==> src/rtl/cmd_serial_to_parallel.sv <==
// rtl/cmd_serial_to_parallel.sv - CMD-line response receiver: start-bit hunt, shift-in, CRC7 and framing check
module cmd_serial_to_parallel #(
  parameter int LONG_LEN  = 136,
  parameter int SHORT_LEN = 48,
  parameter int CNT_W     = 8
) (
  input  logic                sd_clock,
  input  logic                reset,
  input  logic                reset_wrapper,
  input  logic                enable_stp_wrapper,
  input  logic                long_response,
  input  logic                cmd_in,
  output logic [LONG_LEN-1:0] pad_response,
  output logic                reception_complete,
  output logic                crc_error,
  output logic                frame_error
);

  localparam logic [1:0] ST_IDLE = 2'd0;
  localparam logic [1:0] ST_HUNT = 2'd1;
  localparam logic [1:0] ST_RECV = 2'd2;
  localparam logic [1:0] ST_DONE = 2'd3;

  localparam logic [CNT_W-1:0] SHORT_LAST    = CNT_W'(SHORT_LEN - 1);
  localparam logic [CNT_W-1:0] LONG_LAST     = CNT_W'(LONG_LEN - 1);
  localparam logic [CNT_W-1:0] SHORT_CRC_END = CNT_W'(SHORT_LEN - 9);
  localparam logic [CNT_W-1:0] LONG_CRC_BEG  = CNT_W'(LONG_LEN - 128);
  localparam logic [CNT_W-1:0] LONG_CRC_END  = CNT_W'(LONG_LEN - 9);

  logic [1:0]          state_q, state_d;
  logic [CNT_W-1:0]    cnt_q, cnt_d;
  logic [6:0]          crc_q, crc_d;
  logic [LONG_LEN-2:0] shift_q, shift_d;
  logic                len_sel_q, len_sel_d;
  logic [LONG_LEN-1:0] pad_q, pad_d;
  logic                done_q, done_d;
  logic                crc_err_q, crc_err_d;
  logic                frm_err_q, frm_err_d;

  logic [LONG_LEN-1:0] frame_nxt;
  logic [6:0]          crc_upd;
  logic                fb;
  logic                last_bit;
  logic                crc_en;

  always_comb begin
    frame_nxt = {shift_q, cmd_in};
    fb        = cmd_in ^ crc_q[6];
    crc_upd   = {crc_q[5:3], crc_q[2] ^ fb, crc_q[1:0], fb};
    last_bit  = len_sel_q ? (cnt_q == LONG_LAST) : (cnt_q == SHORT_LAST);
    // Long frames skip start, transmission and reserved bits; both skip CRC and end bits.
    crc_en    = len_sel_q ? ((cnt_q >= LONG_CRC_BEG) && (cnt_q <= LONG_CRC_END))
                          : (cnt_q <= SHORT_CRC_END);

    state_d   = state_q;
    cnt_d     = cnt_q;
    crc_d     = crc_q;
    shift_d   = shift_q;
    len_sel_d = len_sel_q;
    pad_d     = pad_q;
    done_d    = done_q;
    crc_err_d = crc_err_q;
    frm_err_d = frm_err_q;

    case (state_q)
      ST_IDLE: begin
        if (enable_stp_wrapper) state_d = ST_HUNT;
      end
      ST_HUNT: begin
        if (!enable_stp_wrapper) begin
          state_d = ST_IDLE;
        end else if (!cmd_in) begin
          len_sel_d = long_response;
          shift_d   = '0;
          cnt_d     = CNT_W'(1);
          crc_d     = '0;
          pad_d     = '0;
          state_d   = ST_RECV;
        end
      end
      ST_RECV: begin
        if (!enable_stp_wrapper) begin
          state_d = ST_IDLE;
        end else begin
          shift_d = frame_nxt[LONG_LEN-2:0];
          cnt_d   = cnt_q + CNT_W'(1);
          if (crc_en) crc_d = crc_upd;
          if (last_bit) begin
            state_d   = ST_DONE;
            pad_d     = frame_nxt;
            done_d    = 1'b1;
            crc_err_d = (frame_nxt[7:1] != crc_q);
            frm_err_d = (len_sel_q ? frame_nxt[LONG_LEN-2] : frame_nxt[SHORT_LEN-2])
                        | ~frame_nxt[0];
          end
        end
      end
      default: begin
        if (!enable_stp_wrapper) begin
          state_d   = ST_IDLE;
          done_d    = 1'b0;
          crc_err_d = 1'b0;
          frm_err_d = 1'b0;
        end
      end
    endcase
  end

  always_ff @(posedge sd_clock) begin
    if (reset || !reset_wrapper) begin
      state_q   <= ST_IDLE;
      cnt_q     <= '0;
      crc_q     <= '0;
      shift_q   <= '0;
      len_sel_q <= 1'b0;
      pad_q     <= '0;
      done_q    <= 1'b0;
      crc_err_q <= 1'b0;
      frm_err_q <= 1'b0;
    end else begin
      state_q   <= state_d;
      cnt_q     <= cnt_d;
      crc_q     <= crc_d;
      shift_q   <= shift_d;
      len_sel_q <= len_sel_d;
      pad_q     <= pad_d;
      done_q    <= done_d;
      crc_err_q <= crc_err_d;
      frm_err_q <= frm_err_d;
    end
  end

  assign pad_response       = pad_q;
  assign reception_complete = done_q;
  assign crc_error          = crc_err_q;
  assign frame_error        = frm_err_q;

endmodule

==> config.mk <==
export PLATFORM = sky130hd
export DESIGN_NAME = cmd_serial_to_parallel
export DESIGN_NICKNAME = d
export VERILOG_FILES = /design/src/rtl/cmd_serial_to_parallel.sv
export SDC_FILE = /design/constraint.sdc
export NUM_CORES = 1
export LEC_CHECK = 0
export ABC_AREA = 1
export CAP_MARGIN = 0
export CORE_MARGIN = 10
export CORE_UTILIZATION = 40
export DETAILED_ROUTE_END_ITERATION = 16
export SLEW_MARGIN = 40
export SYNTH_ARGS = -nofsm -noshare
export SYNTH_HDL_FRONTEND = slang
export SYNTH_SLANG_ARGS = --single-unit
==> constraint.sdc <==
create_clock -name sd_clock -period 1.85 [get_ports sd_clock]
set_input_delay 0.2775 -clock sd_clock [delete_from_list [all_inputs] [get_ports sd_clock]]
set_output_delay 0.2775 -clock sd_clock [all_outputs]
set_load 0.05 [all_outputs]
==> Yosys cells after proc, flatten, opt, wreduce, memory -nomap -nowiden <==
Cells that the tools add are included.
{ "op_classes": {"add_sub_neg": 1, "n_lt_le_gt_ge": 3, "eq_ne": 15, "n_mux": 38, "bitwise": 5, "reduce_logical": 12} }
{ "ops": {"columns": ["cell", "count"], "rows": [
  ["two-way mux 136 bit", 4],
  ["two-way mux 135 bit", 3],
  ["one-hot mux 136 bit (2 select lines)", 1],
  ["one-hot mux 135 bit (2 select lines)", 1],
  ["two-way mux 7 bit", 4],
  ["two-way mux 8 bit", 3],
  ["one-hot mux 8 bit (2 select lines)", 1],
  ["one-hot mux 7 bit (2 select lines)", 1],
  ["two-way mux 2 bit", 6],
  ["inequality test 2 bit (second input constant)", 6],
  ["AND reduction 4 bit", 3],
  ["two-way mux 1 bit", 10],
  ["AND reduction 5 bit", 2],
  ["adder 8 x 1 -> 8 bit (second input constant)", 1],
  ["equality test 8 x 6 -> 1 bit (second input constant)", 1],
  ["equality test 8 bit (second input constant)", 1],
  ["greater-or-equal comparator 8 x 4 -> 1 bit (second input constant)", 1],
  ["<= comparator 8 x 6 -> 1 bit (second input constant)", 1],
  ["<= comparator 8 x 7 -> 1 bit (second input constant)", 1],
  ["inequality test 7 bit", 1],
  ["inequality test 3 bit (second input constant)", 2],
  ["one-hot mux 1 bit (2 select lines)", 3],
  ["one-hot mux 2 bit (3 select lines)", 1],
  ["inequality test 4 x 1 -> 1 bit (second input constant)", 1],
  ["13 further kinds", 15]
]} }
{ "totals": {"register_bits": 292, "out_inout_bits": 139, "word_cells": 83} }

==> Logic depth before layout (Yosys ltp) <==
Gate-level depths: netlist of the first run.
{ "depth": {"word_depth": 6, "depth_mapped": 11, "mapped_depth_nobuf": 10} }

==> Worst setup path after synthesis of the first run <==
No wires, ideal clock.
{ "synth_path": {"path_kind": "register to register", "from": "register cnt_q[0]", "to": "register pad_q[30], in the netlist pad_response[30]", "t_arrival_ns": 1.442, "required_time_ns": 1.735, "slack_ns": 0.293, "path_stages_with_launch": 10, "cell_sequence": "dfxtp_1 ha_1 inv_1 nor3_1 nand3_2 nand2_4 clkbuf_1 nand2_1 nand2_1 nor2_1"} }
{ "synth_via": {"elab_chain_cells": 4} }
{ "synth_lines": {"columns": ["element", "line_no", "source"], "rows": [
  ["start, declared", "31", "logic [CNT_W-1:0] cnt_q, cnt_d;"],
  ["start signal, assigned", "122", "cnt_q <= cnt_d;"],
  ["equality test 8 x 6 -> 1 bit / equality test 8 bit (equally long branches)", "50", "last_bit = len_sel_q ? (cnt_q == LONG_LAST) : (cnt_q == SHORT_LAST);"],
  ["two-way mux 1 bit (*)", "50", null],
  ["inequality test 2 bit (no line) (*)", null, null],
  ["AND reduction 5 bit (no line) (*)", null, null],
  ["end signal, assigned", "126", "pad_q <= pad_d;"],
  ["end, declared", "35", "logic [LONG_LEN-1:0] pad_q, pad_d;"]
]} }
Every way passes the cells marked *; elsewhere a longest branch is shown, timed or not.
A chain may end at the register's enable or synchronous reset.

==> Worst setup path after layout of the first run <==
{ "layout_path": {"from": "register pad_q[55], in the netlist pad_response[55]", "to": "output port pad_response[55]"} }
{ "layout_rtl": {"columns": ["element", "line_no", "source"], "rows": [
  ["end, declared", "13", "output logic [LONG_LEN-1:0] pad_response,"]
]} }
No word-level cell between the ends.

==> flow_metrics.py, run 1 <==
metrics = {
    "setup_path": {
        "rr_worst_depth": 9,
        "crit_chain": "dlygate4sd2_1",
        "cp_data_arrival_time_ps": 1460,
        "worst_path_largest_cell_delay_ps": 560,
        "cp-startpoint": "pad_response[55]$_SDFFE_PP0P_",
        "setup.worst_path.start_class": "register",
        "r2r_start": "cnt_q[1]$_SDFFE_PP0P_",
        "cp-end-kind": "primary output",
        "worst_ep_required_time_ps": 1570,
        "cpLargestDelayFamily": "buffers and inverters",
        "cp_slowest_cell": "dlygate4sd2_1",
        "ff2ff_setup_slack_ps": 130,
        "crit_fanout": 2,
        "crit_type": "register to primary output",
        "crit_buf_inv": 1,
        "cp_num_cells": 1,
    },
    "die": {
        "start_util": 0.408,
        "row_count": 61,
        "core_region_area_mm2": 0.0280,
        "ios": 145,
        "die_w_um": 189,
        "die_y_um": 189,
        "fp.dieArea_mm2": 0.0357,
    },
    "routing": {
        "wirelength_um": 29800,
        "wl_per_cell_um": 14.4,
        "vias": 10232,
        "drc": 0,
        "final_antenna_net_count": 0,
        "dr.pass1.iters": 5,
        "drt_iter0_markers": 740,
        "vias_per_cell": 4.96,
    },
    "cells_and_area": {
        "antennaDiodeCount": 0,
        "drive_gt1_frac": 0.0850,
        "fill_cells": 2811,
        "fin_nets": 1669,
        "area_delta_synth_final_pct": 26.3,
    },
    "clocking": {
        "cts_hold_buf": 0,
        "clk_pin_slew_ps": 60,
        "htree_num_levels": 2,
        "cts_tree": "yes",
        "clk_path_buf_depth": 3,
        "cts_buffers": 34,
        "cts_root_buffer": "clkbuf_16",
        "cts.sinks": 292,
        "clk_latency_ps": 500,
    },
    "global_route": {
        "busiest_layer": "met2",
        "grt_util_met3": 0.0401,
        "grtUsageMet1": 0.212,
        "grt_pass1_vias": 9564,
        "grt_use_total": 0.158,
        "grt_max_degree": 76,
        "antenna_found_initial": 1,
        "use_met2": 0.243,
        "overflow": 0,
        "grt_pass1_wl_um": 48400,
    },
    "run": {
        "max-cap-violations": 0,
    },
    "logic_synthesis": {
        "synth_edf_count": 0,
        "synthArstFlopShare": 0,
        "ys_ff_latch": 292,
        "syn_inst": 1549,
        "netlist-cell-type-count": 28,
        "synth_fp_nets": 1557,
        "synth_seq_area_share": 0.512,
        "yosys_warnings": 0,
        "synth_area_mm2": 0.0114,
        "avgSynthCellArea_um2": 7.37,
        "yosys_most_used_dff": "dfxtp_1",
    },
    "placement": {
        "portBuffers": 144,
        "dp_hpwl_um": 18400,
        "routabilityCongestion": 0.792,
    },
    "run_status": {
        "outcome": "complete, no violations",
    },
    "timing": {
        "worst_pin_slew_ps": 525,
        "final.min_clock_period_ps": 1740,
        "maxSlewHeadroom": 0.652,
        "fin_skew_ps": 15.8,
        "period_share": 0.941,
        "setup_viol": 0,
        "slew_viol_final": 0,
        "holdWs_ps": 446,
        "finalHoldViolCount": 0,
        "setup_tns_ps": 0,
        "fmax_ghz": 0.575,
    },
    "min_path": {
        "hold_class": "input port to register",
        "whs_path_depth": 3,
        "hp-start": "long_response",
    },
    "power": {
        "power.density_mw_per_mm2": 945,
        "irDropWorstVdd_mv": 0.557,
        "cellLeakagePower_uw": 0.00614,
    },
}
==> power by group <==
| group | switching [µW] | internal [µW] | total (µW) |
|---|---|---|---|
| clock network | 2530 | 3830 | 6360 |
| registers | 47.7 | 6380 | 6420 |
| logic | 562 | 280 | 842 |
==> path summary, 6_finish.rpt <==
check                             endpoint
max                       pad_response[55]
min                 len_sel_q$_SDFFE_PP0P_
max reg2reg  pad_response[14]$_SDFFE_PP0P_
min reg2reg       shift_q[18]$_SDFFE_PP0P_
==> worst register-to-register path, delay by kind of cell (launching register included) <==
kind | cells | cell delay (ps)
AOI/OAI and AO/OA | 1 | 150
and+or+nand+nor | 4 | 560
DFF | 1 | 330
adders and majority gates | 1 | 180
buffers and inverters | 3 | 450
==> Yosys cell counts (6+ instances only) <==
master / count / share of area
buf_2: 52 / 0.023
nand3_1: 38 / 0.017
o21ai_0: 109 / 0.048
clkbuf_1: 50 / 0.016
nor3_1: 25 / 0.011
o21ai_1: 15 / 0.0066
buf_6: 6 / 0.0059
nand2_1: 306 / 0.10
nor2_1: 289 / 0.095
inv_1: 45 / 0.015
dfxtp_1: 292 / 0.51
buf_4: 14 / 0.0092
a21oi_1: 276 / 0.12
==> layout by cell type (no fill, tap or decap), types with 8 or more instances in the layout <==
cell type      instances
nand2_1              305
nor2_1               288
dfxtp_1              288
a21oi_1              276
dlygate4sd2_1        120
o21ai_0              109
buf_4                 46
inv_1                 45
nand3_1               37
clkbuf_16             37
nor3_1                24
buf_12                22
o21ai_1               15
clkbuf_8              10
clkbuf_1               8
==> what timing repair did <==
action / 4_1_cts / 5_1_grt
cloned: 0 / 2
setup buffers: 0 / 5
gates resized for setup: 120 / 13
setup endpoints to repair: 120 / 123
pin swaps: 0 / 1
==> logic make-up after synthesis <==
kind of cell | after synthesis | share of synthesized area
AND/OR/NAND/NOR | 666 | 0.228
AO/OA/AOI/OAI | 407 | 0.180
adder cells (fa/ha/maj) | 2 | 0.00219
XOR/XNOR | 7 | 0.00537
flip-flops | 292 | 0.512
buffers and inverters | 175 | 0.0721
==> area by class of cell <==
class | count | area (µm²) | area share
clock buffer | 52 | 1030 | 0.0714
clock inverter | 6 | 41.3 | 0.00286
inverter | 50 | 198 | 0.0137
multi-input combinational | 1082 | 4790 | 0.332
sequential | 292 | 5850 | 0.406
tap | 378 | 473 | 0.0328
timing repair buffer | 201 | 2040 | 0.142
==> layer usage <==
layer | share of wire | wire length [µm]
met5 | 0.00044 | 13
met4 | 0.019 | 563
met2 | 0.45 | 13300
met3 | 0.055 | 1620
met1 | 0.48 | 14300
==> stage by stage <==
| step | setup WS [ps] | instances | area [µm²] | utilization | total power [µW] |
|---|---|---|---|---|---|
| global placement | -44.5 | 1996 | 13400 | 0.477 | 7420 |
| CTS | 32.8 | 2054 | 14300 | 0.509 | 13800 |
| floorplan | 293 | 1549 | 11400 | - | 7160 |
| finish | 110 | 2061 | 14400 | 0.515 | 13600 |
| detailed placement | -81.6 | 1996 | 13400 | 0.477 | 7430 |
| global route | -1.97 | 2061 | 14400 | 0.515 | 14200 |
==> sequential cells by signal (all words and copies together) (netlist names) <==
name                count
pad_response          136
shift_q               135
cnt_q                   8
crc_q                   7
state_q                 2
crc_error               1
frame_error             1
len_sel_q               1
reception_complete      1
Note: power is estimated with default switching activity, not from simulation.
==> inputs of run 2 (changes only) <==
--- a/config.mk
+++ b/config.mk
@@ -10,6 +10,7 @@
 export CORE_MARGIN = 10
 export CORE_UTILIZATION = 40
 export DETAILED_ROUTE_END_ITERATION = 16
+export HOLD_SLACK_MARGIN = 0.12
 export SLEW_MARGIN = 40
 export SYNTH_ARGS = -nofsm -noshare
 export SYNTH_HDL_FRONTEND = slang
==> constraint.sdc (replaced) <==
create_clock -name sd_clock -period 1.66 [get_ports sd_clock]
set_input_delay 0.249 -clock sd_clock [delete_from_list [all_inputs] [get_ports sd_clock]]
set_output_delay 0.249 -clock sd_clock [all_outputs]
set_load 0.05 [all_outputs]
==> run 2 against run 1 <==
Effect of this change: critical path depth is 9 higher; clock skew is 4.2 ps higher; die area stayed put; global-route usage is 0.73 points higher; clock power is 12% higher; first-iteration DRC count is 1.6% higher.
==> flow_metrics.py, run 2 (synthesized netlist as in run 1, its figures left out) <==
metrics = {
    "run_status": {
        "outcome": "complete, no violations",
    },
    "die": {
        "ios": 145,
        "start_util": 0.408,
        "die_y_um": 189,
        "die_w_um": 189,
        "row_count": 61,
        "fp.dieArea_mm2": 0.0357,
        "core_region_area_mm2": 0.0280,
    },
    "placement": {
        "pre_cts_slack_ps": -212,
        "portBuffers": 144,
        "dp_hpwl_um": 19500,
        "routabilityCongestion": 0.775,
    },
    "routing": {
        "dr.pass1.iters": 5,
        "drt_iter0_markers": 752,
        "vias_per_cell": 5.01,
        "drc": 0,
        "vias": 10653,
        "final_antenna_net_count": 0,
        "wirelength_um": 32200,
        "wl_per_cell_um": 15.1,
    },
    "timing": {
        "period_share": 0.970,
        "setup_slack_ps": 49.8,
        "maxSlewHeadroom": 0.814,
        "rsz0062_at_grt": "yes",
        "slew_viol_final": 0,
        "fin_skew_ps": 20.0,
        "final.min_clock_period_ps": 1610,
        "worst_pin_slew_ps": 276,
        "setup_viol": 0,
        "finalHoldViolCount": 0,
        "fmax_ghz": 0.621,
    },
    "setup_path": {
        "cpLargestDelayFamily": "simple AND/OR/NAND/NOR gates",
        "worstReg2RegEnd": "pad_response[120]$_SDFFE_PP0P_",
        "crit_chain": "ha_4, inv_2, nor3_4, nand3_4, buf_6, nand2_8, buf_8, nand2_1, nand2_1, nor2_1",
        "cp_data_arrival_time_ps": 2010,
        "crit_type": "register to register",
        "crit_buf_inv": 3,
        "setup.worst_path.start_class": "register",
        "cp_common_cell": "nand2_1",
        "rr_worst_depth": 10,
        "cp_slowest_cell": "dfxtp_2",
        "ff2ff_setup_slack_ps": 50,
        "worst_ep_required_time_ps": 2060,
        "worst_path_largest_cell_delay_ps": 350,
        "crit_fanout": 13,
        "cp-end-kind": "register",
        "r2r_start": "cnt_q[1]$_SDFFE_PP0P_",
    },
    "cells_and_area": {
        "final_common_cell": "nand2_1",
        "largest_register_ffs": 136,
        "multi_input_area_mm2": 0.00500,
        "antennaDiodeCount": 0,
        "fin_nets": 1732,
        "area_delta_synth_final_pct": 33.8,
        "ff_latch_area_mm2": 0.00585,
        "drive_gt1_frac": 0.212,
        "final_core_util": 0.545,
        "fill_cells": 2683,
        "most-common-layout-cells": "nand2_1 (302), nor2_1 (288), dfxtp_1 (287), a21oi_1 (236), buf_4 (208)",
    },
    "clocking": {
        "cts_hold_buf": 0,
        "clk_path_buf_depth": 3,
        "htree_num_levels": 2,
        "cts_root_buffer": "clkbuf_16",
        "clk_latency_ps": 520,
        "cts.sinks": 292,
        "cts_tree": "yes",
        "cts_buffers": 34,
        "clk_pin_slew_ps": 60,
    },
    "global_route": {
        "grt_use_total": 0.165,
        "overflow": 0,
        "grt_pass1_wl_um": 50600,
        "grt_max_degree": 62,
        "grt_pass1_vias": 9952,
        "antenna_found_initial": 0,
    },
    "power": {
        "irDropWorstVdd_mv": 0.592,
        "cellLeakagePower_uw": 0.00625,
        "power.density_mw_per_mm2": 1010,
        "p_total_uw": 15400,
    },
    "min_path": {
        "whs_path_depth": 3,
        "hold_class": "input port to register",
        "hp-start": "long_response",
        "whs_endpoint": "len_sel_q$_SDFFE_PP0P_",
    },
    "run": {
        "max-cap-violations": 0,
    },
}
-- run 2: report_power, final --
group / internal, µW / switching [µW] / total (µW)
Clock: 4260 / 2890 / 7150
Sequential: 7110 / 59.5 / 7160
Combinational: 401 / 664 / 1070
Total: 11800 / 3610 / 15400
-- run 2: through the flow --
| stage | hold slack (ps) | std cells | instance area (µm²) | TNS [ps] |
|---|---|---|---|---|
| 2_1_floorplan | 396 | 1549 | 11400 | 0 |
| 3_3_place_gp | 436 | 2045 | 13500 | -26530 |
| 3_5_place_dp | 445 | 2045 | 13500 | -34150 |
| 4_1_cts | 412 | 2109 | 14700 | -85.6 |
| 5_1_grt | 455 | 2125 | 15300 | -397 |
| 6_report | 433 | 2125 | 15300 | 0 |
-- run 2: worst max path at each step --
| stage | from | to | cells past startpoint |
|---|---|---|---|
| 3_5_place_dp | cmd_in | crc_q[5]$_SDFFE_PP0P_ | 8 |
| 3_3_place_gp | cmd_in | pad_response[36]$_SDFFE_PP0P_ | 9 |
| 2_1_floorplan | cnt_q[0]$_SDFFE_PP0P_ | pad_response[30]$_SDFFE_PP0P_ | 9 |
| 5_1_grt | cnt_q[1]$_SDFFE_PP0P_ | pad_response[34]$_SDFFE_PP0P_ | 11 |
| 6_report | cnt_q[1]$_SDFFE_PP0P_ | pad_response[120]$_SDFFE_PP0P_ | 10 |
| 4_1_cts | cnt_q[0]$_SDFFE_PP0P_ | pad_response[38]$_SDFFE_PP0P_ | 9 |
-- run 2: final cells by class --
cell class / instances / area share
Timing Repair inverter: 1 / 0.000573
Clock inverter: 5 / 0.00352
Timing Repair Buffer: 262 / 0.174
Inverter: 50 / 0.0134
Multi-Input combinational cell: 1083 / 0.327
Clock buffer: 54 / 0.0672
Tap cell: 378 / 0.0310
Sequential cell: 292 / 0.383
-- run 2: routing by layer --
layer | wire [µm] | part of all wire | vias up | GRT usage
met2 | 14700 | 0.46 | 191 | 0.260
met3 | 1480 | 0.046 | 32 | 0.0355
met1 | 15600 | 0.49 | 5021 | 0.227
li1 | - | - | 5409 | -
met4 | 414 | 0.013 | 0 | 0.0357
met5 | 0 | 0 | - | 0
-- run 2: worst reg2reg max path: stages (launching register included) --
cell	delay, ps
dfxtp_2	350
ha_4	140
inv_2	40
nor3_4	180
nand3_4	140
buf_6	160
nand2_8	140
buf_8	160
nand2_1	60
nand2_1	80
nor2_1	50
-- run 2: timing repair --
item,in CTS,in global routing
endpoints found under the setup margin,80,217
pin swaps,2,5
buffers inserted,1,6
cloned,4,10
endpoints found under the hold margin,0,0
gates resized for setup,8,70
==> inputs of run 3 (changes only) <==
--- a/config.mk
+++ b/config.mk
@@ -10,6 +10,7 @@
 export CORE_MARGIN = 10
 export CORE_UTILIZATION = 40
 export DETAILED_ROUTE_END_ITERATION = 16
+export DONT_BUFFER_PORTS = 1
 export HOLD_SLACK_MARGIN = 0.12
 export SLEW_MARGIN = 40
 export SYNTH_ARGS = -nofsm -noshare
==> run 3 against run 2 <==
Effect of this change: the flow now finishes with violations (setup timing); clock power increased by 3%; register-to-register slack got worse by 60 ps; clock skew about the same; flip-flop and latch count unchanged; hold slack got worse by 250 ps; setup slack got worse by 65 ps; non-clock buffer count decreased by 147; clock-buffer cell count decreased by 6; critical path depth unchanged; critical path type unchanged.
==> flow_metrics.py, run 3 (synthesized netlist as in run 1, its figures left out) <==
metrics = {
    "timing": {
        "maxSlewHeadroom": 0.580,
        "final.min_clock_period_ps": 1670,
        "setup_slack_ps": -14.7,
        "fmax_ghz": 0.597,
        "finalHoldViolCount": 0,
        "rsz0062_at_grt": "yes",
        "setup_tns_ps": -36.5,
        "worst_pin_slew_ps": 628,
        "slew_viol_final": 0,
        "period_share": 1.01,
        "setup_viol": 5,
        "fin_skew_ps": 20.5,
    },
    "die": {
        "ios": 145,
        "die_w_um": 189,
        "die_y_um": 189,
        "fp.dieArea_mm2": 0.0357,
        "start_util": 0.408,
        "row_count": 61,
        "core_region_area_mm2": 0.0280,
    },
    "routing": {
        "vias_per_cell": 5.30,
        "drt_iter0_markers": 817,
        "final_antenna_net_count": 0,
        "dr.pass1.iters": 5,
        "routed-wl-met2_um": 16900,
        "wl_per_cell_um": 18.3,
        "wirelength_um": 36100,
        "vias": 10473,
        "drc": 0,
        "routed.top_layer": "met4",
        "wl_met1_um": 15800,
        "met3_wirelength_um": 2660,
    },
    "cells_and_area": {
        "ff_latch_area_mm2": 0.00586,
        "instances_no_fill": 1976,
        "fin_nets": 1585,
        "multi_input_area_mm2": 0.00535,
        "area_delta_synth_final_pct": 30.1,
        "antennaDiodeCount": 0,
        "largest_register_ffs": 136,
        "most-common-layout-cells": "nor2_1 (286), dfxtp_1 (286), nand2_1 (257), a21oi_1 (201), o21ai_0 (101)",
        "fill_cells": 2668,
        "stdcell_area_mm2": 0.0149,
        "drive_gt1_frac": 0.200,
    },
    "setup_path": {
        "rr_worst_depth": 10,
        "worstReg2RegEnd": "pad_response[97]$_SDFFE_PP0P_",
        "worst_ep_required_time_ps": 2070,
        "cp-end-kind": "register",
        "crit_fanout": 16,
        "cp_data_arrival_time_ps": 2090,
        "r2r_start": "cnt_q[1]$_SDFFE_PP0P_",
        "setup.worst_path.start_class": "register",
        "crit_type": "register to register",
        "ff2ff_setup_slack_ps": -10,
        "cp-startpoint": "cnt_q[1]$_SDFFE_PP0P_",
        "cp-endpoint": "pad_response[97]$_SDFFE_PP0P_",
    },
    "global_route": {
        "grt_max_degree": 80,
        "grt_pass1_vias": 9324,
        "grt_use_total": 0.162,
        "overflow": 0,
        "antenna_found_initial": 0,
        "grt_pass1_wl_um": 48900,
    },
    "run": {
        "max-cap-violations": 0,
    },
    "run_status": {
        "outcome": "finished with violations",
        "violations": "setup timing",
    },
    "placement": {
        "dp.cells": 1859,
        "pre_cts_slack_ps": -86.9,
        "dp_hpwl_um": 17700,
        "postPlaceCellArea_mm2": 0.0119,
        "portBuffers": 0,
        "routabilityCongestion": 0.794,
    },
    "power": {
        "cellLeakagePower_uw": 0.00564,
        "power.density_mw_per_mm2": 1050,
        "irDropWorstVdd_mv": 0.849,
    },
    "clocking": {
        "clk_latency_ps": 520,
        "cts_root_buffer": "clkbuf_16",
        "cts_buffers": 34,
        "cts_tree": "yes",
        "clk_path_buf_depth": 3,
        "cts.sinks": 292,
        "clk_pin_slew_ps": 60,
        "htree_num_levels": 2,
    },
    "min_path": {
        "hold_class": "input port to register",
    },
}
-- run 3: changes by cell type in the layout (fill, tap and decap cells not counted), moves of 7 or more --
cell	delta
nand2_1	-45
nand2_2	+41
a21oi_1	-35
clkbuf_16	+14
buf_6	+7
buf_12	-15
nand3_1	-11
buf_4	-167
o21ai_0	-8
a21oi_2	+31
nand3_2	+12
o21ai_1	+8
-- run 3: per-layer routing --
layer | track usage | vias to the layer above
li1 | - | 5122
met1 | 0.205 | 5040
met2 | 0.254 | 270
met3 | 0.0564 | 41
met4 | 0.0485 | 0
met5 | 0 | -
-- run 3: what timing repair did --
action                                  CTS  global route
gates cloned                              8            36
hold buffers                              5             0
resized for setup                        28           180
pin swaps                                 0            16
hold endpoints to repair                 11             0
setup buffers                            10             2
endpoints found under the setup margin  217           246
-- run 3: area by class of cell --
| cell class | instances | share of cell area |
|---|---|---|
| sequential | 292 | 0.394 |
| multi-input combinational | 1083 | 0.360 |
| timing repair buffer | 115 | 0.125 |
| clock buffer | 48 | 0.0655 |
| tap | 378 | 0.0318 |
| inverter | 50 | 0.0142 |
| clock inverter | 9 | 0.00809 |
| timing repair inverter | 1 | 0.000421 |
-- run 3: critical path, cell delays in order, from the launching register on --
cell       delay (ps)
dfxtp_2           360
ha_4              140
inv_2              50
nor3_4            180
nand3_4           120
nand2_8           170
clkbuf_16         200
buf_8             170
nand2_1            70
nand2_1            70
nor2_1             50
-- run 3: worst min-delay path by stage --
stage	from	to	slack [ps]	cells after the start
final	cmd_in	crc_q[0]$_SDFFE_PP0P_	180	5
after global routing	cmd_in	crc_q[0]$_SDFFE_PP0P_	230	5
after CTS	cmd_in	crc_q[0]$_SDFFE_PP0P_	160	5
after detailed placement	enable_stp_wrapper	state_q[0]$_SDFFE_PP0P_	440	2
after global placement	cmd_in	shift_q[0]$_SDFFE_PP0P_	430	2
after floorplan	cmd_in	shift_q[0]$_SDFFE_PP0P_	400	2
-- run 3: metrics by stage --
stage	util	power, µW	hold slack, ps
floorplan	-	7980	396
global placement	0.426	8170	434
detailed placement	0.426	8170	436
CTS	0.482	15600	157
global route	0.530	16100	232
finish	0.530	15600	183
-- run 3: report_power, final --
group / internal [µW] / switching, µW
clock: 4410 / 2930
sequential: 7100 / 222
combinational: 357 / 537
